==> src/rtl/sd_cmd_pkg.sv <==
// ----------------------------------------------------------------------------
// sd_cmd_pkg
// Shared definitions for the SD host CMD path: receive FSM state encoding,
// default frame length, NCR window and the CRC7 generator polynomial.
// ----------------------------------------------------------------------------
package sd_cmd_pkg;

    localparam int SD_CMD_FRAME_BITS = 48;
    localparam int SD_NCR_MAX        = 64;

    // x^7 + x^3 + 1, with the x^7 term implicit
    localparam logic [6:0] SD_CRC7_POLY = 7'h09;

    typedef enum logic [2:0] {
        ST_IDLE       = 3'd0,
        ST_WAIT_START = 3'd1,
        ST_RECEIVE    = 3'd2,
        ST_DONE       = 3'd3,
        ST_NORESP     = 3'd4
    } rx_state_e;

endpackage : sd_cmd_pkg

==> src/rtl/cmd_response_receiver_if.sv <==
// ----------------------------------------------------------------------------
// cmd_response_receiver_if
// Bundle between physic_block_control (master) and the CMD response
// receiver (slave).
//   iEnable_STP         master -> slave  receive enable, level for the txn
//   iCmd_in             pad    -> slave  serial CMD line, idle-high
//   oPad_response       slave  -> master captured frame, first bit at MSB
//   oReception_complete slave  -> master full frame captured
//   oNo_response        slave  -> master no start bit within the NCR window
//   oFrame_error        slave  -> master bad end bit or transmission bit
//   oCrc_error          slave  -> master CRC7 mismatch (0 when CRC disabled)
// ----------------------------------------------------------------------------
interface cmd_response_receiver_if
    import sd_cmd_pkg::*;
#(
    parameter int RESP_BITS = SD_CMD_FRAME_BITS
);
    logic                 iEnable_STP;
    logic                 iCmd_in;
    logic [RESP_BITS-1:0] oPad_response;
    logic                 oReception_complete;
    logic                 oNo_response;
    logic                 oFrame_error;
    logic                 oCrc_error;

    modport master (
        output iEnable_STP,
        output iCmd_in,
        input  oPad_response,
        input  oReception_complete,
        input  oNo_response,
        input  oFrame_error,
        input  oCrc_error
    );

    modport slave (
        input  iEnable_STP,
        input  iCmd_in,
        output oPad_response,
        output oReception_complete,
        output oNo_response,
        output oFrame_error,
        output oCrc_error
    );
endinterface : cmd_response_receiver_if

==> src/rtl/cmd_crc7.sv <==
// ----------------------------------------------------------------------------
// cmd_crc7
// Serial CRC7 (x^7 + x^3 + 1, initial value 0), one bit per enabled cycle.
//   clk_i  clock (rising edge)
//   clr_i  synchronous clear to 0, dominates en_i
//   en_i   fold bit_i into the CRC this cycle
//   bit_i  serial data bit, MSB of the message first
//   crc_o  current CRC value
// ----------------------------------------------------------------------------
module cmd_crc7
    import sd_cmd_pkg::*;
(
    input  logic       clk_i,
    input  logic       clr_i,
    input  logic       en_i,
    input  logic       bit_i,
    output logic [6:0] crc_o
);
    logic [6:0] crc_q;
    logic [6:0] crc_d;
    logic       feedback;

    always_comb begin
        feedback = bit_i ^ crc_q[6];
        crc_d    = {crc_q[5:0], 1'b0} ^ (feedback ? SD_CRC7_POLY : 7'h00);
    end

    always_ff @(posedge clk_i) begin
        if (clr_i) begin
            crc_q <= 7'h00;
        end else if (en_i) begin
            crc_q <= crc_d;
        end
    end

    assign crc_o = crc_q;
endmodule : cmd_crc7

==> src/rtl/cmd_response_receiver.sv <==
// ----------------------------------------------------------------------------
// cmd_response_receiver
// Serial-to-parallel receive stage of the SD host CMD path. When enabled it
// hunts for a start bit (0) on the CMD line within TIMEOUT_CYCLES samples,
// shifts in a RESP_BITS frame MSB-first and reports completion, no-response,
// framing and (optionally) CRC7 status as levels until the enable drops.
//   iClock_SD  SD clock, rising edge
//   iReset     synchronous active-high reset
//   rx         cmd_response_receiver_if.slave (enable, CMD line, results)
// Build option: define CMD_RX_CRC7_EN to check CRC7 over bits RESP_BITS-1..8
// against bits 7:1; otherwise oCrc_error is tied to 0.
// ----------------------------------------------------------------------------
module cmd_response_receiver
    import sd_cmd_pkg::*;
#(
    parameter int RESP_BITS      = SD_CMD_FRAME_BITS,
    parameter int TIMEOUT_CYCLES = SD_NCR_MAX
)(
    input logic                     iClock_SD,
    input logic                     iReset,
    cmd_response_receiver_if.slave  rx
);
    localparam int WAIT_W = $clog2(TIMEOUT_CYCLES);
    localparam int BIT_W  = $clog2(RESP_BITS + 1);
    localparam logic [WAIT_W-1:0] WAIT_LAST = WAIT_W'(TIMEOUT_CYCLES - 1);
    localparam logic [BIT_W-1:0]  BIT_FULL  = BIT_W'(RESP_BITS);

    rx_state_e            state_q, state_d;
    logic [WAIT_W-1:0]    wait_q, wait_d;
    logic [BIT_W-1:0]     bit_q, bit_d;
    logic [RESP_BITS-1:0] shift_q, shift_d;
    logic                 complete_q, complete_d;
    logic                 noresp_q, noresp_d;
    logic                 frame_err_q, frame_err_d;
    logic                 crc_bad;

    // NOTE: every next-state variable gets a default before the case so no
    // path leaves one unassigned, which would otherwise infer a latch.
    always_comb begin
        state_d = state_q;
        wait_d  = wait_q;
        bit_d   = bit_q;
        shift_d = shift_q;

        if (!rx.iEnable_STP) begin
            // Abort from any state; the shift register is cleared so the
            // parallel word reads 0 one cycle after the drop.
            state_d = ST_IDLE;
            wait_d  = '0;
            bit_d   = '0;
            shift_d = '0;
        end else begin
            case (state_q)
                ST_IDLE: begin
                    state_d = ST_WAIT_START;
                    wait_d  = '0;
                    bit_d   = '0;
                    shift_d = '0;
                end
                ST_WAIT_START: begin
                    // Start bit is checked first so it wins on the last sample.
                    if (!rx.iCmd_in) begin
                        shift_d = {shift_q[RESP_BITS-2:0], rx.iCmd_in};
                        bit_d   = BIT_W'(1);
                        state_d = ST_RECEIVE;
                    end else if (wait_q == WAIT_LAST) begin
                        state_d = ST_NORESP;
                    end else begin
                        wait_d = wait_q + WAIT_W'(1);
                    end
                end
                ST_RECEIVE: begin
                    shift_d = {shift_q[RESP_BITS-2:0], rx.iCmd_in};
                    bit_d   = bit_q + BIT_W'(1);
                    if (bit_d == BIT_FULL) begin
                        state_d = ST_DONE;
                    end
                end
                ST_DONE, ST_NORESP: ;  // hold until the enable drops
                default: state_d = ST_IDLE;
            endcase
        end

        // Status flags are registered from the current state, so they appear
        // one edge after the state is entered and clear on the enable-drop edge.
        complete_d  = rx.iEnable_STP && (state_q == ST_DONE);
        noresp_d    = rx.iEnable_STP && (state_q == ST_NORESP);
        frame_err_d = complete_d && (!shift_q[0] || shift_q[RESP_BITS-2]);
    end

    // NOTE: sequential state uses non-blocking assignments only, so every
    // register samples the pre-edge value of every other register.
    always_ff @(posedge iClock_SD) begin
        if (iReset) begin
            state_q     <= ST_IDLE;
            wait_q      <= '0;
            bit_q       <= '0;
            shift_q     <= '0;
            complete_q  <= 1'b0;
            noresp_q    <= 1'b0;
            frame_err_q <= 1'b0;
        end else begin
            state_q     <= state_d;
            wait_q      <= wait_d;
            bit_q       <= bit_d;
            shift_q     <= shift_d;
            complete_q  <= complete_d;
            noresp_q    <= noresp_d;
            frame_err_q <= frame_err_d;
        end
    end

`ifdef CMD_RX_CRC7_EN
    // Last bit fed to the CRC is bit 8, received when bit_q == RESP_BITS-9.
    localparam logic [BIT_W-1:0] BIT_CRC_LAST = BIT_W'(RESP_BITS - 9);

    logic       crc_clr;
    logic       crc_en;
    logic [6:0] crc_val;
    logic       crc_err_q;

    assign crc_clr = iReset || (rx.iEnable_STP && (state_q == ST_IDLE));
    assign crc_en  = rx.iEnable_STP &&
                     (((state_q == ST_WAIT_START) && !rx.iCmd_in) ||
                      ((state_q == ST_RECEIVE) && (bit_q <= BIT_CRC_LAST)));

    cmd_crc7 u_crc7 (
        .clk_i (iClock_SD),
        .clr_i (crc_clr),
        .en_i  (crc_en),
        .bit_i (rx.iCmd_in),
        .crc_o (crc_val)
    );

    always_ff @(posedge iClock_SD) begin
        if (iReset) begin
            crc_err_q <= 1'b0;
        end else begin
            crc_err_q <= complete_d && (crc_val != shift_q[7:1]);
        end
    end

    assign crc_bad = crc_err_q;
`else
    assign crc_bad = 1'b0;
`endif

    assign rx.oPad_response       = shift_q;
    assign rx.oReception_complete = complete_q;
    assign rx.oNo_response        = noresp_q;
    assign rx.oFrame_error        = frame_err_q;
    assign rx.oCrc_error          = crc_bad;
endmodule : cmd_response_receiver

==> src/flat_wrapper.sv <==
// flat-port wrapper written by rule: the top's interface ports become plain ports
module cmd_response_receiver_flat import sd_cmd_pkg::*;
#(
    parameter int RESP_BITS      = SD_CMD_FRAME_BITS,
    parameter int TIMEOUT_CYCLES = SD_NCR_MAX
)
  (iClock_SD, iReset, rx_iEnable_STP, rx_iCmd_in, rx_oPad_response, rx_oReception_complete, rx_oNo_response, rx_oFrame_error, rx_oCrc_error);
  cmd_response_receiver_if #(.RESP_BITS(RESP_BITS)) rx_i ();
  input logic iClock_SD;
  input logic iReset;
  input wire logic [$bits(rx_i.iEnable_STP)-1:0] rx_iEnable_STP;
  input wire logic [$bits(rx_i.iCmd_in)-1:0] rx_iCmd_in;
  output wire logic [$bits(rx_i.oPad_response)-1:0] rx_oPad_response;
  output wire logic [$bits(rx_i.oReception_complete)-1:0] rx_oReception_complete;
  output wire logic [$bits(rx_i.oNo_response)-1:0] rx_oNo_response;
  output wire logic [$bits(rx_i.oFrame_error)-1:0] rx_oFrame_error;
  output wire logic [$bits(rx_i.oCrc_error)-1:0] rx_oCrc_error;
  assign rx_i.iEnable_STP = rx_iEnable_STP;
  assign rx_i.iCmd_in = rx_iCmd_in;
  assign rx_oPad_response = rx_i.oPad_response;
  assign rx_oReception_complete = rx_i.oReception_complete;
  assign rx_oNo_response = rx_i.oNo_response;
  assign rx_oFrame_error = rx_i.oFrame_error;
  assign rx_oCrc_error = rx_i.oCrc_error;
  cmd_response_receiver #(.RESP_BITS(RESP_BITS), .TIMEOUT_CYCLES(TIMEOUT_CYCLES)) u_core (.iClock_SD(iClock_SD), .iReset(iReset), .rx(rx_i));
endmodule
==> config.mk <==
export PLATFORM = sky130hd
export DESIGN_NAME = cmd_response_receiver_flat
export DESIGN_NICKNAME = d
export VERILOG_FILES = /design/src/rtl/sd_cmd_pkg.sv /design/src/rtl/cmd_response_receiver_if.sv /design/src/rtl/cmd_crc7.sv /design/src/rtl/cmd_response_receiver.sv /design/src/flat_wrapper.sv
export SDC_FILE = /design/constraint.sdc
export NUM_CORES = 1
export LEC_CHECK = 0
export ABC_CLOCK_PERIOD_IN_PS = 1730
export BUFFER_PORTS_ARGS = -buffer_cell sky130_fd_sc_hd__buf_2
export CAP_MARGIN = 20
export CORE_AREA = 3 3 76 96
export CTS_BUF_LIST = sky130_fd_sc_hd__clkbuf_8 sky130_fd_sc_hd__clkbuf_16
export CTS_CLUSTER_DIAMETER = 40
export DETAILED_ROUTE_END_ITERATION = 12
export DIE_AREA = 0 0 79 99
export SLEW_MARGIN = 30
export SYNTH_ARGS = -nofsm -noshare
export SYNTH_HDL_FRONTEND = slang
export SYNTH_HIERARCHICAL = 1
export SYNTH_SLANG_ARGS = --single-unit
==> constraint.sdc <==
create_clock -name iClock_SD -period 1.73 [get_ports iClock_SD]
set_clock_uncertainty 0.15 [all_clocks]
set_input_delay 0.173 -clock iClock_SD [delete_from_list [all_inputs] [get_ports iClock_SD]]
set_output_delay 0.173 -clock iClock_SD [all_outputs]
set_load 0.1 [all_outputs]
==> results.ini <==
[setup_path]
cp.required_ns = 1.84
startpoint_type = flip-flop
crit_arrival_ns = 1.79
end_kind = flip-flop
regToRegSetupSlack_ns = 0.06
path_class = flip-flop to flip-flop
worstPathMaxFanout = 3

[route]
drtIter0Drc = 135
vias = 2201
drt-met1-wl_um = 2570
dr_wl_met3_um = 223
drt-pass1-iter-count = 4
viasPerCell = 5.22
top_layer = met4
wl_per_cell_um = 13.1
routed_wl_um = 5510
ant_nets = 0
drc = 0
route.met2.wl_um = 2660

[synth]
synth_most_common_cell = dfxtp_1
synth-simple-area-share_pct = 17.5
synth_seq_cells = 66
synth.top_cell.area_share_pct = 52.1
synthAdderAreaFrac_pct = 0.987
synth_warnings = 6
synth_nets = 275
ys.flop_type = dfxtp_1
synth.largest_area_cell = dfxtp_1
synth_top_family_by_area = compound AO/OA/AOI/OAI gates
synth_edf_count = 0
synthArstFlopShare_pct = 0
syn_avg_cell_area_um2 = 9.43
synth_area_um2 = 2540
synth_cell_types = 44
synth.area.top_cells = dfxtp_1 (52%), a22oi_1 (15%), nor2_1 (8.1%)
yosysSeqAreaShare_pct = 52.1
syn_inst = 269
synthMuxAreaShare_pct = 0.789
synth-xor-area-share_pct = 0.345
synth_compound_area_share_pct = 22.5
synth_common_cells = dfxtp_1 (66), nor2_1 (55), a22oi_1 (49)

[timing]
fin_crit_sh_pct = 96.8
fmax_ghz = 0.597
drv_slew = 0
fin_tns_setup_ns = 0
rsz0062_at_grt = yes
fin_ws_ns = 0.0559
finalHoldViolCount = 0
setup_violations = 0
fin_hold_ws_ns = 0.0439
fin_crit_ns = 1.67

[grt]
antenna_found_initial = 0
grt_first_pass_wirelength_um = 9330
first_global_vias = 2047
grt-ovfl-total = 0
grt_max_degree = 44
grt_use_total_pct = 14.9

[floorplan]
initial_core_util_pct = 38.9
ioPinCount = 56
num_rows = 33
die_w_um = 79
fp.dieArea_um2 = 7820
die_h_um = 99
core_area_um2 = 6520

[clocking]
numCtsBuffers = 9
cts.clk_slew.worst_paths_ns = 0.07
cts_buffer_depth = 2
clock_latency_ns = 0.33
cts_sinks = 66
root_buffer = clkbuf_8
cts_tree = done
cts_max_level = 3
ctsHoldBuffers = 0
postCtsSetupRepairBufs = 0

[placed_design]
hpwl_um = 3690
place.gp.congestion = 0.766
post-place-ws_ns = 0.00628
port_buffers = 54

[layout]
diodes = 0
post-route-util_pct = 48.9
finalNetCount = 337
area_growth_pct = 25.7
drive_above_1_share_pct = 30.7

[flow_run]
maxCapViolations = 0

[power_and_ir_drop]
totalPowerFinal_mw = 2.88
power_density_nw_per_um2 = 902
vdd_drop_max_v = 0.000394
power_leakage_nw = 1.25

[outcome]
status = completed

[worst_hold_path]
hold_path_class = input pin to flip-flop

path summary, 6_finish.rpt:
kind	to	startpoint	cells after the start
worst min register to register	u_core/wait_q[5]$_SDFFE_PP0P_	u_core/wait_q[5]$_SDFFE_PP0P_	2
worst min-delay path	u_core/rx.oPad_response[0]$_SDFFE_PP0P_	rx_iCmd_in	3
worst max-delay path	u_core/wait_q[4]$_SDFFE_PP0P_	u_core/wait_q[0]$_SDFFE_PP0P_	5
worst max register to register	u_core/wait_q[4]$_SDFFE_PP0P_	u_core/wait_q[0]$_SDFFE_PP0P_	5
sequential cells by signal (all words and copies together) (netlist names):
name	flops
u_core/bit_q	6
u_core/wait_q	6
u_core/state_q	3
u_core/rx.oReception_complete	1
u_core/rx.oFrame_error	1
u_core/rx.oPad_response	48
u_core/rx.oNo_response	1
timing repair:
item | CTS | global route
pin swaps | 1 | 0
gates resized for setup | 0 | 12
cloned | 0 | 0
setup endpoints to repair | 1 | 34
layout by cell type, fill, tap and decap left out, drive strengths merged, types with 2 or more instances in the layout:
cell / n
a2111oi: 2
a21boi: 2
a21oi: 8
a22oi: 49
a31oi: 3
a41oi: 3
buf: 74
clkbuf: 10
clkinv: 2
dfxtp: 66
ha: 2
inv: 5
mux2i: 2
nand2: 8
nand2b: 4
nand3: 4
nand3b: 3
nor2: 55
nor3: 5
o21ai: 5
or2: 2
or3b: 2
or4: 2
cells by family after synthesis:
kind of cell	after synthesis
other cells	1
simple gates	94
xor+xnor	1
flops	66
buf+inv	26
compound gates	77
mux	2
fa+ha+maj	2
metal layers:
layer  global-route usage (%)  up-vias
met5                        0        -
met4                     7.54        0
li1                         -     1090
met1                     18.1     1068
met2                     23.6       36
met3                     4.57        7
through the flow:
stage	instance area, um2	instances
finish	3190	422
global placement	2980	407
global route	3190	422
detailed placement	2980	407
floorplan	2540	269
CTS	3160	422
final cells by class:
type	count	area [um2]
inverters	3	11.3
flip-flops and latches	66	1330
well taps	87	109
fillers	660	3340
clock inverters	5	47.5
repair buffers	74	445
clock buffers	10	138
multi-input cells	177	1110
critical path, stage by stage, from the launching register on:
cell	delay, ns
dfxtp_2	0.32
ha_2	0.18
and4_4	0.20
and2_1	0.16
or4_4	0.48
a21oi_2	0.12
report_power, final:
group          total (mW)  switching, mW  internal, mW
registers            1.53        0.00422          1.52
logic               0.138         0.0937        0.0442
clock network        1.21          0.531         0.681
total                2.88          0.629          2.25
(Power assumes the default switching activity.)
